--- src/rtl/instr_trace_fifo.sv ---
// Instruction trace FIFO: captures {PC, Instr} whenever the executing PC
// changes while capture is enabled, and presents entries to a consumer
// through a valid/ready read port. Captures that find the FIFO full are
// dropped, counted (saturating) and flagged with a sticky overflow bit.
module instr_trace_fifo #(
    parameter int unsigned DEPTH = 16,
    parameter int unsigned CNT_W = 8
) (
    input  logic                     clk,
    input  logic                     reset,
    input  logic [31:0]              Instr,
    input  logic [31:0]              PC,
    input  logic                     cap_en,
    input  logic                     clear,
    input  logic                     rd_ready,
    output logic                     rd_valid,
    output logic [31:0]              rd_pc,
    output logic [31:0]              rd_instr,
    output logic [$clog2(DEPTH):0]   count,
    output logic                     overflow,
    output logic [CNT_W-1:0]         drop_cnt
);

    localparam int unsigned AW = $clog2(DEPTH);
    localparam logic [AW:0] FULL_CNT = (AW+1)'(DEPTH);

    logic [63:0]    mem [DEPTH];
    logic [AW-1:0]  wr_ptr;
    logic [AW-1:0]  rd_ptr;
    logic [31:0]    last_pc;
    logic           first;

    logic           cap_req;
    logic           rd_fire;
    logic           wr_fire;
    logic           drop;

    // Capture/read decisions for the current cycle; clear overrides both
    always_comb begin
        cap_req = cap_en && (first || (PC != last_pc));
        rd_fire = !clear && (count != '0) && rd_ready;
        // A full FIFO still accepts a capture when the head leaves in the same cycle
        wr_fire = !clear && cap_req && ((count != FULL_CNT) || rd_fire);
        drop    = !clear && cap_req && !wr_fire;
    end

    // Read port is a pure function of registered state; zero while empty
    always_comb begin
        rd_valid = (count != '0);
        rd_pc    = '0;
        rd_instr = '0;
        if (count != '0) begin
            rd_pc    = mem[rd_ptr][63:32];
            rd_instr = mem[rd_ptr][31:0];
        end
    end

    // Entry storage; contents need no reset since count gates visibility
    always_ff @(posedge clk) begin
        if (wr_fire) begin
            mem[wr_ptr] <= {PC, Instr};
        end
    end

    // Pointers, occupancy, capture-dedup state and drop status
    always_ff @(posedge clk or negedge reset) begin
        if (!reset) begin
            wr_ptr   <= '0;
            rd_ptr   <= '0;
            count    <= '0;
            overflow <= 1'b0;
            drop_cnt <= '0;
            last_pc  <= '0;
            first    <= 1'b1;
        end else if (clear) begin
            wr_ptr   <= '0;
            rd_ptr   <= '0;
            count    <= '0;
            overflow <= 1'b0;
            drop_cnt <= '0;
            first    <= 1'b1;
        end else begin
            // Dedup state advances on every request, accepted or dropped
            if (cap_req) begin
                last_pc <= PC;
                first   <= 1'b0;
            end
            if (wr_fire) begin
                wr_ptr <= wr_ptr + 1'b1;
            end
            if (rd_fire) begin
                rd_ptr <= rd_ptr + 1'b1;
            end
            case ({wr_fire, rd_fire})
                2'b10:   count <= count + 1'b1;
                2'b01:   count <= count - 1'b1;
                default: count <= count;
            endcase
            if (drop) begin
                overflow <= 1'b1;
                if (drop_cnt != '1) begin
                    drop_cnt <= drop_cnt + 1'b1;
                end
            end
        end
    end

endmodule

--- config.mk ---
export PLATFORM = sky130hd
export DESIGN_NAME = instr_trace_fifo
export DESIGN_NICKNAME = d
export VERILOG_FILES = /design/src/rtl/instr_trace_fifo.sv
export SDC_FILE = /design/constraint.sdc
export NUM_CORES = 1
export LEC_CHECK = 0
export ABC_AREA = 1
export BUFFER_PORTS_ARGS = -buffer_cell sky130_fd_sc_hd__buf_4
export CAP_MARGIN = 20
export CORE_MARGIN = 3
export CORE_UTILIZATION = 31
export DETAILED_ROUTE_END_ITERATION = 10
export HOLD_SLACK_MARGIN = 0.08
export PLACE_DENSITY = 0.43
export SLEW_MARGIN = 20
export SYNTH_ARGS = -nofsm -noshare
export SYNTH_HDL_FRONTEND = slang
export SYNTH_SLANG_ARGS = --single-unit
--- constraint.sdc ---
create_clock -name clk -period 8.2 [get_ports clk]
set_clock_uncertainty 0.15 [all_clocks]
set_input_delay 0 -clock clk [delete_from_list [all_inputs] [get_ports clk]]
set_output_delay 0 -clock clk [all_outputs]
set_load 0.02 [all_outputs]
==> metrics <==
H-tree depth=3; P&R area growth vs syn=18.9%; largest buffer count on any clock path=3; Core Footprint=0.136 mm²; post-detailed-route wirelength per cell=approximately 25 µm; vias in the first global route=27.1k; DRC Markers=0; number of non-filler instances in the completed layout=between 5k and 6k; first-pass GRT wire length=190000 µm; placed cells=roughly 4.9k; Data arrival, critical path=~5.2 ns; number of buffers inserted for hold repair after clock tree synthesis=approximately 150; layout cells sized above 1=0.111; critical path peak fanout=between 200 and 250; kind of critical path=reg -> out; post-synthesis compound-gate area fraction=0.134; routed via count=27.1k; total CTS buffers=116; initial drt markers=2179; Post-Synth Adder-Cell Area=0.00311; die outline area=roughly 0.14 mm²; pin count of the biggest net entering global routing=about 230; max cap viols=0; multi-input gate area in the final layout=0.00941 mm²; clock tree from TritonCTS=done; Vias per Instance=5.15; net count after synthesis=3243; Leakage Power=0.0166 µW; xor and xnor area share after synthesis=0.00411; Skew-Pair Late Insertion Delay=0.72 ns; Initial Utilization=0.314; Remaining Overflow, GRT=0; Achievable Freq=186 MHz; worst-margin pin slew=1.20 ns; syn_area_per_cell=13.5 µm²; area taken by flip-flops and latches=0.0321 mm²; detailed placer's ending HPWL=roughly 62000 µm; Worst Setup Start Kind=flip-flop; maximum single-stage delay on the critical path=1.04 ns; Final Setup Violations=0; largest family of logic cells by synthesized area=compound AO/OA/AOI/OAI gates; Total Routed Length=129000 µm; max-slew violation count=0; flip-flop and latch count after synthesis=1079; slew margin rel.=0.200; filler cell count=13.0k; Post-CTS Resized=0; result of the run=completed; share of cell area taken by muxes after synthesis=0; Tcrit/Tclk final=0.654; combined area of all synthesized cells=0.0427 mm²; cell-by-cell trace of the critical path=buf_12 > buf_12 > o21ai_0 > o221ai_1 > o211ai_1 > a21oi_1 > buf_4; share of Yosys cell area claimed by the top area cell type=0.721; post-synthesis instance total=3164; largest cells by area after synthesis=edfxtp_1, o21ai_0, nor2_1, o221ai_1, dfrtp_1; number of antenna violations at the first check in global routing=2; Std-Cell Rows=between 100 and 150; height of the die=377 µm; Slowest cell on crit path=dfrtp_4; final critical path time including I/O delays and setup=5.37 ns; total negative slack=0 ns; number of nets in the layout=3470; antenna cell count=0; weighted congestion at the end of routability-driven global placement=between 0.7 and 0.8; Data required, critical path=8.05 ns; post-synthesis share of cell area spent on and, or, nand and nor gates=0.0766; number of clock sinks seen by CTS=between 1k and 1.5k; cell type with the highest aggregate area in the netlist=edfxtp_1; nature of the critical path endpoint=output port; Distinct cells, synth=37; post-CTS repair timing setup buffer count=0; die width=377 µm; power per cell area=247 mW/mm²; largest vdd supply drop=between 150 and 200 µV; library cell used as clock root buffer=clkbuf_16; overall global routing resource usage=0.180; worst hold path type=in -> reg; Synth Warn #=0; Worst path most repeated cell=buf_12; Top-Level Pins=148; Detailed Routing Iterations Pass 1=5; number of antenna-violating nets in the routed design=0; RSZ-0062 raised after global routing=no; Clock transition at path regs=0.06 ns; number of hold-slack violations in the final timing report=0; IO buf count=147; Seq/Total Area, Yosys=0.753
synthesized netlist by cell type, drive strengths merged:
cell / count
clkbuf: 161
o211ai: 71
o221ai: 186
ha: 9
or2: 1
a21oi: 68
xnor2: 11
nor3: 1
fa: 1
nand3: 78
edfxtp: 1024
dfstp: 1
nand4: 6
nor2: 560
nand2: 165
o21ai: 548
xor2: 9
buf: 65
dfrtp: 54
o22ai: 73
clkinv: 2
inv: 70
kinds of logic after synthesis:
| group | Yosys count |
|---|---|
| compound gates | 946 |
| simple gates | 811 |
| flops | 1079 |
| xor+xnor | 20 |
| buf+inv | 298 |
| fa+ha+maj | 10 |
per-layer routing:
layer	up-vias	track usage	part of all wire
li1	12400	-	-
met3	163	0.0224	0.039
met4	2	0.0489	0.021
met1	13900	0.258	0.47
met2	596	0.287	0.47
met5	-	0	0.000054
cell usage in the layout (no fill, tap or decap), types with 4 or more instances in the layout:
cell / Yosys / layout
edfxtp_1: 1024 / 1024
nor2_1: 555 / 539
o21ai_0: 532 / 532
o221ai_1: 186 / 186
buf_4: 6 / 184
nand2_1: 157 / 157
dlygate4sd3_1: 0 / 144
clkbuf_16: 0 / 120
nand3_1: 75 / 75
o22ai_1: 73 / 73
o211ai_1: 71 / 71
a21oi_1: 67 / 67
inv_1: 63 / 60
dfrtp_1: 54 / 50
clkbuf_1: 159 / 44
clkinv_1: 0 / 22
nor2_4: 1 / 18
o21ai_1: 16 / 16
xnor2_1: 11 / 11
xor2_1: 9 / 9
ha_1: 9 / 9
clkbuf_8: 0 / 9
clkinv_2: 2 / 8
inv_2: 7 / 7
nand4_1: 6 / 6
bufinv_16: 0 / 5
nand2_4: 4 / 4
buf_12: 0 / 4
dfrtp_4: 0 / 4
report_power, final:
group / switching (µW) / total [µW] / internal (µW)
logic: 919 / 1310 / 389
clock network: 2150 / 5060 / 2910
registers: 50.2 / 6140 / 6090
total: 3120 / 12500 / 9390
sequential cells by signal, indices dropped and copies added (netlist names):
| name | cells |
|---|---|
| mem | 1024 |
| overflow | 1 |
| last_pc | 32 |
| count | 5 |
| first | 1 |
| wr_ptr | 4 |
| drop_cnt | 8 |
| rd_ptr | 4 |
per-stage QoR:
step | total power, µW | area [µm²] | worst slack (ns) | hold slack, ns | utilization
floorplan | 6980 | 42700 | 3.35 | -0.446 | -
global placement | 7530 | 45500 | 3.80 | -0.0155 | 0.335
detailed placement | 7530 | 45500 | 3.80 | -0.0194 | 0.335
CTS | 12700 | 50600 | 2.93 | 0.0819 | 0.372
global route | 13000 | 50700 | 2.71 | 0.129 | 0.373
finish | 12500 | 50700 | 2.83 | 0.148 | 0.373
worst max-delay path, delay by kind of cell (launching register included):
family	cells	cell delay [ns]
compound gates	4	1.27
flops	1	1.04
buf+inv	3	1.73
area by class of cell:
type / count / area share
Sequential cell: 1079 / 0.634
Multi-Input combinational cell: 1787 / 0.186
Clock buffer: 173 / 0.0649
Timing Repair Buffer: 335 / 0.0589
Tap cell: 1781 / 0.0440
Clock inverter: 40 / 0.00659
Inverter: 72 / 0.00592
path summary, 6_finish.rpt:
path / start / end / slack, ns / cells past startpoint
worst max register to register: count[1]$_DFFE_PN0P_ / mem[7][4]$_DFFE_PP_ / 4.28 / 13
worst min-delay path: PC[26] / mem[0][58]$_DFFE_PP_ / 0.15 / 2
worst max-delay path: rd_ptr[0]$_DFFE_PN0P_ / rd_pc[17] / 2.83 / 7
worst min register to register: first$_DFFE_PN1P_ / first$_DFFE_PN1P_ / 0.34 / 2
max in group asynchronous: reset / rd_ptr[3]$_DFFE_PN0P_ / 7.32 / 4
min in group asynchronous: reset / first$_DFFE_PN1P_ / 0.23 / 3
Note: power is estimated with default switching activity, not from simulation.
